--- src/rtl/urv_shifter_pipe_pkg.sv ---
// Shared definitions for the uRV two-stage shifter: shift mode encodings
// and an XLEN-wide bit reversal helper.
package urv_shifter_pipe_pkg;

  localparam int MAX_XLEN = 64;

  typedef enum logic [2:0] {
    SHIFT_MODE_SLL = 3'b000,
    SHIFT_MODE_SRL = 3'b001,
    SHIFT_MODE_SRA = 3'b010,
    SHIFT_MODE_ROL = 3'b011,
    SHIFT_MODE_ROR = 3'b100
  } shift_mode_e;

  // Reverses the low xlen bits of v; the result sits in the low xlen bits.
  function automatic logic [MAX_XLEN-1:0] bit_rev(input logic [MAX_XLEN-1:0] v,
                                                  input int unsigned xlen);
    logic [MAX_XLEN-1:0] r;
    r = {<<{v}};
    return r >> (MAX_XLEN - xlen);
  endfunction

endpackage

--- src/rtl/urv_shifter_pipe_if.sv ---
// Operand/result bundle between execute, the shifter and writeback.
interface urv_shifter_pipe_if #(
  parameter int G_XLEN = 32
) ();
  localparam int SHW = $clog2(G_XLEN);

  // Valid-only flow: no ready. Operands are sampled every unstalled cycle
  // whether or not d_valid_i is set; w_valid_o qualifies w_rd_o one cycle later.
  logic              d_valid_i;
  logic [G_XLEN-1:0] d_rs1_i;
  logic [SHW-1:0]    d_shamt_i;
  logic [2:0]        d_mode_i;
  logic              w_valid_o;
  logic [G_XLEN-1:0] w_rd_o;

  modport master (
    output d_valid_i, d_rs1_i, d_shamt_i, d_mode_i,
    input  w_valid_o, w_rd_o
  );

  modport slave (
    input  d_valid_i, d_rs1_i, d_shamt_i, d_mode_i,
    output w_valid_o, w_rd_o
  );
endinterface

--- src/rtl/urv_shifter_rstage.sv ---
// Combinational right shift/rotate over a contiguous slice of shift-amount
// bits starting at bit position G_LO.
module urv_shifter_rstage #(
  parameter int G_XLEN  = 32,
  parameter int G_LO    = 0,
  parameter int G_NBITS = 2
) (
  input  logic [G_XLEN-1:0]  data_i,
  input  logic [G_NBITS-1:0] shamt_i,
  input  logic               fill_i,
  input  logic               rotate_i,
  output logic [G_XLEN-1:0]  data_o
);

  localparam logic [G_XLEN-1:0] C_ONES = {G_XLEN{1'b1}};

  logic [G_XLEN-1:0] acc;
  int unsigned       amt;

  always_comb begin
    acc = data_i;
    amt = 0;
    for (int k = 0; k < G_NBITS; k++) begin
      amt = 32'd1 << (G_LO + k);
      if (shamt_i[k]) begin
        if (rotate_i) begin
          acc = (acc >> amt) | (acc << (G_XLEN - amt));
        end else begin
          acc = (acc >> amt) | (fill_i ? ~(C_ONES >> amt) : '0);
        end
      end
    end
    data_o = acc;
  end

endmodule

--- src/rtl/urv_shifter_pipe.sv ---
// Two-stage barrel shifter: upper shift-amount bits in execute, the rest in
// writeback. Left ops are bit-reversed so both stages only shift right.
module urv_shifter_pipe
  import urv_shifter_pipe_pkg::*;
#(
  parameter int G_XLEN    = 32,
  parameter int G_S1_BITS = 2
) (
  input  logic                    clk_i,
  input  logic                    rst_i,
  input  logic                    x_stall_i,
  input  logic                    x_kill_i,
  urv_shifter_pipe_if.slave       bus
);

  localparam int SHW     = $clog2(G_XLEN);
  localparam int S2_BITS = SHW - G_S1_BITS;

  // Stage 1 decode and normalisation
  logic              s1_left;
  logic              s1_rot;
  logic              s1_fill;
  logic [G_XLEN-1:0] s1_norm;
  logic [G_XLEN-1:0] s1_data;

  always_comb begin
    s1_left = (bus.d_mode_i == SHIFT_MODE_SLL) || (bus.d_mode_i == SHIFT_MODE_ROL);
    s1_rot  = (bus.d_mode_i == SHIFT_MODE_ROL) || (bus.d_mode_i == SHIFT_MODE_ROR);
    s1_fill = (bus.d_mode_i == SHIFT_MODE_SRA) && bus.d_rs1_i[G_XLEN-1];
    s1_norm = s1_left ? G_XLEN'(bit_rev(MAX_XLEN'(bus.d_rs1_i), G_XLEN)) : bus.d_rs1_i;
  end

  urv_shifter_rstage #(
    .G_XLEN  (G_XLEN),
    .G_LO    (S2_BITS),
    .G_NBITS (G_S1_BITS)
  ) u_stage1 (
    .data_i   (s1_norm),
    .shamt_i  (bus.d_shamt_i[SHW-1 -: G_S1_BITS]),
    .fill_i   (s1_fill),
    .rotate_i (s1_rot),
    .data_o   (s1_data)
  );

  // Pipe register between execute and writeback
  logic [G_XLEN-1:0]  p_data;
  logic [S2_BITS-1:0] p_shamt;
  logic [2:0]         p_mode;
  logic               p_fill;
  logic               p_valid;

  always_ff @(posedge clk_i) begin
    if (rst_i) begin
      p_data  <= '0;
      p_shamt <= '0;
      p_mode  <= '0;
      p_fill  <= 1'b0;
      p_valid <= 1'b0;
    end else begin
      if (!x_stall_i) begin
        p_data  <= s1_data;
        p_shamt <= bus.d_shamt_i[S2_BITS-1:0];
        p_mode  <= bus.d_mode_i;
        p_fill  <= s1_fill;
        p_valid <= bus.d_valid_i;
      end
      // Kill drops the op even while stalled; the data stays put.
      if (x_kill_i) begin
        p_valid <= 1'b0;
      end
    end
  end

  // Stage 2: finish the shift, undo the reversal, zero reserved modes
  logic              s2_left;
  logic              s2_rot;
  logic              s2_legal;
  logic [G_XLEN-1:0] s2_data;
  logic [G_XLEN-1:0] s2_res;

  urv_shifter_rstage #(
    .G_XLEN  (G_XLEN),
    .G_LO    (0),
    .G_NBITS (S2_BITS)
  ) u_stage2 (
    .data_i   (p_data),
    .shamt_i  (p_shamt),
    .fill_i   (p_fill),
    .rotate_i (s2_rot),
    .data_o   (s2_data)
  );

  always_comb begin
    s2_left  = (p_mode == SHIFT_MODE_SLL) || (p_mode == SHIFT_MODE_ROL);
    s2_rot   = (p_mode == SHIFT_MODE_ROL) || (p_mode == SHIFT_MODE_ROR);
    s2_legal = (p_mode <= SHIFT_MODE_ROR);
    s2_res   = s2_left ? G_XLEN'(bit_rev(MAX_XLEN'(s2_data), G_XLEN)) : s2_data;
  end

  assign bus.w_rd_o    = s2_legal ? s2_res : '0;
  assign bus.w_valid_o = p_valid;

endmodule

--- src/flat_wrapper.sv ---
// flat-port wrapper written by rule: the top's interface ports become plain ports
module urv_shifter_pipe_flat import urv_shifter_pipe_pkg::*;
#(
  parameter int G_XLEN    = 32,
  parameter int G_S1_BITS = 2
)
  (clk_i, rst_i, x_stall_i, x_kill_i, bus_d_valid_i, bus_d_rs1_i, bus_d_shamt_i, bus_d_mode_i, bus_w_valid_o, bus_w_rd_o);
  urv_shifter_pipe_if #(.G_XLEN(G_XLEN)) bus_i ();
  input  logic clk_i;
  input  logic rst_i;
  input  logic x_stall_i;
  input  logic x_kill_i;
  input wire logic [$bits(bus_i.d_valid_i)-1:0] bus_d_valid_i;
  input wire logic [$bits(bus_i.d_rs1_i)-1:0] bus_d_rs1_i;
  input wire logic [$bits(bus_i.d_shamt_i)-1:0] bus_d_shamt_i;
  input wire logic [$bits(bus_i.d_mode_i)-1:0] bus_d_mode_i;
  output wire logic [$bits(bus_i.w_valid_o)-1:0] bus_w_valid_o;
  output wire logic [$bits(bus_i.w_rd_o)-1:0] bus_w_rd_o;
  assign bus_i.d_valid_i = bus_d_valid_i;
  assign bus_i.d_rs1_i = bus_d_rs1_i;
  assign bus_i.d_shamt_i = bus_d_shamt_i;
  assign bus_i.d_mode_i = bus_d_mode_i;
  assign bus_w_valid_o = bus_i.w_valid_o;
  assign bus_w_rd_o = bus_i.w_rd_o;
  urv_shifter_pipe #(.G_XLEN(G_XLEN), .G_S1_BITS(G_S1_BITS)) u_core (.clk_i(clk_i), .rst_i(rst_i), .x_stall_i(x_stall_i), .x_kill_i(x_kill_i), .bus(bus_i));
endmodule
--- config.mk ---
export PLATFORM = sky130hd
export DESIGN_NAME = urv_shifter_pipe_flat
export DESIGN_NICKNAME = d
export VERILOG_FILES = /design/src/rtl/urv_shifter_pipe_pkg.sv /design/src/rtl/urv_shifter_pipe_if.sv /design/src/rtl/urv_shifter_rstage.sv /design/src/rtl/urv_shifter_pipe.sv /design/src/flat_wrapper.sv
export SDC_FILE = /design/constraint.sdc
export NUM_CORES = 1
export LEC_CHECK = 0
export BUFFER_PORTS_ARGS = -buffer_cell sky130_fd_sc_hd__buf_2
export CELL_PAD_IN_SITES_DETAIL_PLACEMENT = 0
export CELL_PAD_IN_SITES_GLOBAL_PLACEMENT = 1
export CORE_AREA = 5 5 104 106
export CTS_CLUSTER_SIZE = 40
export DETAILED_ROUTE_END_ITERATION = 16
export DIE_AREA = 0 0 109 111
export GPL_ROUTABILITY_DRIVEN = 1
export PLACE_DENSITY_LB_ADDON = 0.1
export SLEW_MARGIN = 30
export SYNTH_ARGS = -nofsm -noshare
export SYNTH_HDL_FRONTEND = slang
export SYNTH_SLANG_ARGS = --single-unit
export TNS_END_PERCENT = 10
--- constraint.sdc ---
create_clock -name clk_i -period 2.65 [get_ports clk_i]
set_clock_uncertainty 0.05 [all_clocks]
set_input_delay 0.265 -clock clk_i [delete_from_list [all_inputs] [get_ports clk_i]]
set_output_delay 0.265 -clock clk_i [all_outputs]
set_load 0.02 [all_outputs]
==> summary.txt, run 1 <==
GRT
  – Grt ovf: 0
  – Pin count of the biggest net entering global routing: 44
  – Total global-route track usage: 0.205
  – Initial antenna violation count: 0
  – First-pass GRT wire length: 20.0 mm
  – Vias in the first global route: 3757

Timing
  – Achievable Freq: 404 MHz
  – RSZ-0062 raised after global routing: no
  – Final period util: 0.933
  – Fin. Hold Viols: 0
  – Max Transition Viols Final: 0
  – Clock period minus worst slack: 2.47 ns
  – Post-route setup TNS: 0 ns
  – Worst-Margin Slew: 0.787 ns
  – Slew Limit Headroom: 0.474
  – Final Setup Violations: 0

Power and ir drop
  – Combinational power share: 0.442
  – Flop pwr share: 0.353
  – Static leakage: 0.00181 uW
  – Worst vdd ir: 0.183 mV
  – Sw Ratio: 0.387
  – Internal: 1250 uW
  – Pwr/cell area: 436 mW/mm2
  – Clock power frac: 0.205
  – P_sw: 790 uW

Worst hold path
  – Hold Crit Depth: 2
  – Hold Crit Class: input pin to flop

Synthesis
  – Post-synthesis async set-or-reset flop share: 0
  – Sequential area share after synthesis: 0.195
  – Synth area leaders: mux4_2, dfxtp_1, mux2i_1
  – Post-synth EDFFs: 0
  – Synthesized cell area: 0.00411 mm2
  – Cell taking the most area after synthesis: mux4_2
  – Ys flop type: dfxtp_1
  – Syn Nets: 491
  – Top cell type's share of synthesized area: 0.208
  – Mapped Avg Cell Area: 9.21 um2
  – Distinct cells, synth: 48
  – FF+latch count, synth: 40
  – Synth Instances: 446
  – Ys Warns: 0

CTS
  – Num CTS Buffers: 5
  – H-tree lvl count: 2
  – CTS root buf: clkbuf_8
  – Clock tree from TritonCTS: built
  – Setup Buffers After CTS: 0
  – Hold_buf cts: 0
  – Clock Sink Count: 40
  – Clock transition at path regs: 0.07 ns
  – Clk buf depth: 2
  – Clk Latency, worst-skew pair: 0.29 ns
  – Post-CTS Resized: 0

Critical path
  – Flop2flop setup slack: 1.58 ns
  – WS Path Type: flop to primary output
  – Worst Setup Start Kind: flop
  – Reg2reg path depth: 2
  – WP data arrival: 2.16 ns
  – Crit end category: primary output
  – Worst Path Max Fanout: 17
  – Worst EP required: 2.34 ns

Detailed routing
  – Vias: 3904
  – Drt first pass iters: 4
  – Residual DRC count: 0
  – Detailed Route Iter0 Violations: 260
  – Final WL: 12.4 mm
  – Vias/cell: 6.15
  – Routed Antenna Nets: 0
  – Drt wl/cell: 19.5 um

Die
  – Die area: 0.0121 mm2
  – Die H: 111 um
  – Initial Util: 0.424
  – Core ar.: 0.00968 mm2
  – Top Ports: 78
  – Chip width: 109 um
  – # rows: 36

Placed design
  – Placed insts: 627
  – RePlAce Congestion: 0.880
  – Port Buf Inserts: 77
  – HPWL Detailed: 9.78 mm

Layout
  – Diodes inserted: 0
  – Commonest non-fill, non-tap cells in the layout: buf_2, o22ai_1, mux2i_1
  – Nets: 546
  – Commonest non-fill, non-tap cell in the layout: buf_2
  – Final core occ: 0.484
  – Fin cells: 635
  – P&R area growth vs syn: 14.1%
  – Share of cells above drive strength 1: 0.321

Run
  – # Max-Cap Violations: 0

Status
  – Status: finished, final reports clean
[registers in the layout, indices dropped and copies added, names as in the netlist]
signal / flops
u_core.p_data: 32
u_core.bus.w_valid_o: 1
u_core.p_mode: 3
u_core.p_shamt: 3
u_core.p_fill: 1
[cells in the mapped netlist, types with 2 or more instances]
cell type	count
nand2_1	37
buf_2	12
nor3_1	11
or2_2	2
buf_8	2
mux2_1	2
a2111oi_2	3
nand3_1	2
a211oi_1	5
dfxtp_1	40
mux4_2	38
a221o_1	3
o22ai_1	42
inv_1	2
o21ai_0	16
a31oi_1	2
buf_1	3
nand2b_1	5
buf_6	2
a21oi_1	25
mux4_1	5
a2111oi_1	4
mux2_2	13
a32oi_1	8
o21ai_1	4
nor2b_1	22
nor3b_1	2
clkbuf_1	25
o211ai_1	5
a21boi_0	9
mux2i_1	41
nor2_1	38
[critical path, stage by stage (launching register included)]
cell	delay (ns)
dfxtp_2	0.57
buf_12	0.23
mux4_2	0.54
mux2i_1	0.24
o22ai_1	0.11
buf_2	0.17
[layout make-up]
cell class,instances,area [um2]
repair buffers,92,536
well taps,133,166
multi-input cells,359,3080
inverters,3,11.3
fillers,957,5000
clock buffers,8,90.1
flip-flops and latches,40,802
[path summary, 6_finish.rpt]
kind                                                startpoint                           endpoint
worst min register to register  u_core.p_data[20]$_SDFFE_PP0N_     u_core.p_data[20]$_SDFFE_PP0N_
worst min-delay path                                  x_kill_i  u_core.bus.w_valid_o$_SDFFE_PP0N_
worst max register to register  u_core.p_data[15]$_SDFFE_PP0N_     u_core.p_data[15]$_SDFFE_PP0N_
worst max-delay path            u_core.p_shamt[0]$_SDFFE_PP0N_                     bus_w_rd_o[10]
[layer usage]
layer / routed length (um) / GRT usage
met1: 5870 / 0.293
met4: 163 / 0.0463
met3: 640 / 0.0227
met2: 5730 / 0.330
met5: 0 / 0
[power groups by stage]
stage	combinational [uW]	sequential [uW]	clock (uW)
2_1_floorplan	663	696	0
5_1_grt	981	728	445
6_report	901	721	419
3_3_place_gp	889	731	0
4_1_cts	901	719	427
3_5_place_dp	899	734	0
[cells by family (layout without fill, tap and decap cells)]
family	after synthesis	count (layout)	synth area share
DFF	40	40	0.195
xor gates and xnor gates	1	1	0.00213
muxes	99	99	0.381
and+or+nand+nor	127	127	0.150
buffers and inverters	47	103	0.0557
AOI/OAI and AO/OA	132	132	0.216
[through the flow]
step | cell area [um2] | hold slack (ns) | total power, uW | setup slack (ns)
2_1_floorplan | 4110 | 0.294 | 1360 | 0.461
3_3_place_gp | 4600 | 0.379 | 1620 | 0.516
3_5_place_dp | 4600 | 0.386 | 1630 | 0.485
4_1_cts | 4690 | 0.0739 | 2050 | 0.164
5_1_grt | 4690 | 0.0908 | 2150 | 0.0188
6_report | 4690 | 0.0761 | 2040 | 0.176
Power figures use the tool's default switching activity.
==> run 2: changes to the inputs <==
--- a/config.mk
+++ b/config.mk
@@ -6,14 +6,11 @@
 export NUM_CORES = 1
 export LEC_CHECK = 0
 export BUFFER_PORTS_ARGS = -buffer_cell sky130_fd_sc_hd__buf_2
-export CELL_PAD_IN_SITES_DETAIL_PLACEMENT = 0
-export CELL_PAD_IN_SITES_GLOBAL_PLACEMENT = 1
-export CORE_AREA = 5 5 104 106
+export CORE_AREA = 5 5 108 110
 export CTS_CLUSTER_SIZE = 40
 export DETAILED_ROUTE_END_ITERATION = 16
-export DIE_AREA = 0 0 109 111
+export DIE_AREA = 0 0 113 115
 export GPL_ROUTABILITY_DRIVEN = 1
-export PLACE_DENSITY_LB_ADDON = 0.1
 export SLEW_MARGIN = 30
 export SYNTH_ARGS = -nofsm -noshare
 export SYNTH_HDL_FRONTEND = slang
==> summary.txt, run 2 (same netlist as run 1, synthesis figures left out) <==
Timing
  – Worst-Margin Slew: 0.661 ns (was 0.787 ns)
  – Fin. Hold Viols: 0 (unchanged)
  – Final period util: 0.933 (about the same)
  – Achievable Freq: 404 MHz (about the same)
  – RSZ-0062 raised after global routing: no (unchanged)
  – Slew Limit Headroom: 0.553 (was 0.474)
  – Clock period minus worst slack: 2.47 ns (about the same)
  – Max Transition Viols Final: 0 (unchanged)
  – Post-route setup TNS: 0 ns (unchanged)
  – Final Setup Violations: 0 (unchanged)

Run
  – # Max-Cap Violations: 0 (unchanged)

Die
  – Die H: 115 um (was 111 um)
  – Core ar.: 0.0106 mm2 (was 0.00968 mm2)
  – Chip width: 113 um (was 109 um)
  – Die area: 0.0130 mm2 (was 0.0121 mm2)
  – # rows: 38 (was 36)
  – Top Ports: 78 (unchanged)
  – Initial Util: 0.387 (was 0.424)

GRT
  – First-pass GRT wire length: 19.5 mm (was 20.0 mm)
  – Total global-route track usage: 0.183 (was 0.205)
  – Pin count of the biggest net entering global routing: 43 (was 44)
  – Vias in the first global route: 3650 (was 3757)
  – Initial antenna violation count: 0 (unchanged)
  – Grt ovf: 0 (unchanged)

Placed design
  – RePlAce Congestion: 0.856 (was 0.880)
  – HPWL Detailed: 9.27 mm (was 9.78 mm)
  – Port Buf Inserts: 77 (unchanged)

Layout
  – Final core occ: 0.441 (was 0.484)
  – Nets: 545 (was 546)
  – Diodes inserted: 0 (unchanged)
  – Regs by FF count: u_core.p_data x32, u_core.p_mode x3, u_core.p_shamt x3 (unchanged)
  – Top reg by flops: u_core.p_data (unchanged)
  – Commonest non-fill, non-tap cell in the layout: buf_2 (unchanged)
  – Share of cells above drive strength 1: 0.320 (was 0.321)
  – Commonest non-fill, non-tap cells in the layout: buf_2, o22ai_1, mux2i_1 (unchanged)
  – P&R area growth vs syn: 13.9% (was 14.1%)
  – Max reg flops: 32 (unchanged)

Power and ir drop
  – Worst vdd ir: 0.211 mV (was 0.183 mV)
  – Static leakage: 0.00180 uW (was 0.00181 uW)
  – Pwr/cell area: 427 mW/mm2 (was 436 mW/mm2)

Detailed routing
  – Final WL: 11.8 mm (was 12.4 mm)
  – Vias/cell: 6.00 (was 6.15)
  – WL met3: 728 um (was 640 um)
  – Detailed Route Iter0 Violations: 273 (was 260)
  – Residual DRC count: 0 (unchanged)
  – Vias: 3840 (was 3904)
  – Drt wl/cell: 18.5 um (was 19.5 um)
  – Met2 wire length: 5.03 mm (was 5.73 mm)
  – Top Metal Used: met4 (unchanged)
  – Drt first pass iters: 4 (unchanged)
  – Met1 wire length: 5.84 mm (was 5.87 mm)
  – Routed Antenna Nets: 0 (unchanged)

CTS
  – Clk Latency, worst-skew pair: 0.29 ns (about the same)
  – Hold_buf cts: 0 (unchanged)
  – Clock Sink Count: 40 (unchanged)
  – Clock transition at path regs: 0.07 ns (about the same)
  – Clock tree from TritonCTS: built (unchanged)
  – Setup Buffers After CTS: 0 (unchanged)
  – H-tree lvl count: 2 (unchanged)
  – Post-CTS Resized: 0 (unchanged)
  – Num CTS Buffers: 5 (unchanged)
  – CTS root buf: clkbuf_8 (unchanged)
  – Clk buf depth: 2 (unchanged)

Critical path
  – Crit end category: primary output (unchanged)
  – Worst EP required: 2.34 ns (about the same)
  – CP max-delay cell: or3b_2 (was dfxtp_2)
  – Worst Path Max Fanout: 7 (was 17)
  – Worst Setup Start Kind: flop (unchanged)
  – CP dominant cell by count: o22ai_1
  – WP data arrival: 2.16 ns (about the same)
  – Cell family with most CP delay: simple AND/OR/NAND/NOR gates (was multiplexers)
  – WP buf/inv: 1 (was 2)
  – CP Cell Sequence: or3b_2, nand3_1, a31oi_1, o22ai_1, o22ai_1, buf_2 (was buf_12, mux4_2, mux2i_1, o22ai_1, buf_2)
  – WS Path Type: flop to primary output (unchanged)
  – Max incr delay on CP: 0.51 ns (was 0.57 ns)

Status
  – Status: finished, final reports clean (unchanged)

Worst hold path
  – Hold Crit Class: input pin to flop (unchanged)
-- run 2: cell count changes in the layout (fill, tap and decap cells not counted), sizes merged --
cell	change
clkinv	+1
buf	-1
clkbuf	-2
-- run 2: report_power, final --
part | internal [uW] | total, uW | leakage (uW) | switching (uW)
clock | 179 | 384 | 0.0000410 | 205
sequential | 647 | 719 | 0.000331 | 71.4
combinational | 389 | 895 | 0.00143 | 506
-- run 2: layer usage --
metal,track usage,vias to the layer above
met2,0.269,136
met1,0.280,1832
met5,0,-
met3,0.0242,13
li1,-,1859
met4,0.0553,0
-- run 2: path summary, 6_finish.rpt --
check,cells past startpoint,end,start,slack (ns)
worst max register to register,2,u_core.p_data[10]$_SDFFE_PP0N_,u_core.p_data[10]$_SDFFE_PP0N_,1.60
worst max-delay path,6,bus_w_rd_o[1],u_core.p_mode[2]$_SDFFE_PP0N_,0.18
worst min-delay path,2,u_core.bus.w_valid_o$_SDFFE_PP0N_,x_kill_i,0.08
worst min register to register,2,u_core.p_shamt[2]$_SDFFE_PP0N_,u_core.p_shamt[2]$_SDFFE_PP0N_,0.46
-- run 2: area by class of cell --
class                           instances  area [um2]
Clock buffer                            6        72.6
Clock inverter                          1        5.00
Fill cell                            1081        5930
Inverter                                3        11.3
Multi-Input combinational cell        359        3080
Sequential cell                        40         805
Tap cell                              140         175
Timing Repair Buffer                   91         528
-- run 2: worst reg2reg max path, cell delays in order, from the launching register on --
cell,delay (ns)
dfxtp_1,0.43
nor2b_1,0.08
a2111oi_1,0.36
-- run 2: per-stage QoR --
| step | power [uW] | setup WS, ns | std cells | hold WS [ns] | cell area, um2 |
|---|---|---|---|---|---|
| final | 2000 | 0.177 | 640 | 0.0782 | 4680 |
| after detailed placement | 1620 | 0.412 | 633 | 0.388 | 4590 |
| after floorplan | 1360 | 0.461 | 446 | 0.294 | 4110 |
| after global placement | 1610 | 0.457 | 633 | 0.382 | 4590 |
| after CTS | 2010 | 0.0861 | 640 | 0.0762 | 4670 |
| after global routing | 2120 | 0.0492 | 640 | 0.0829 | 4680 |
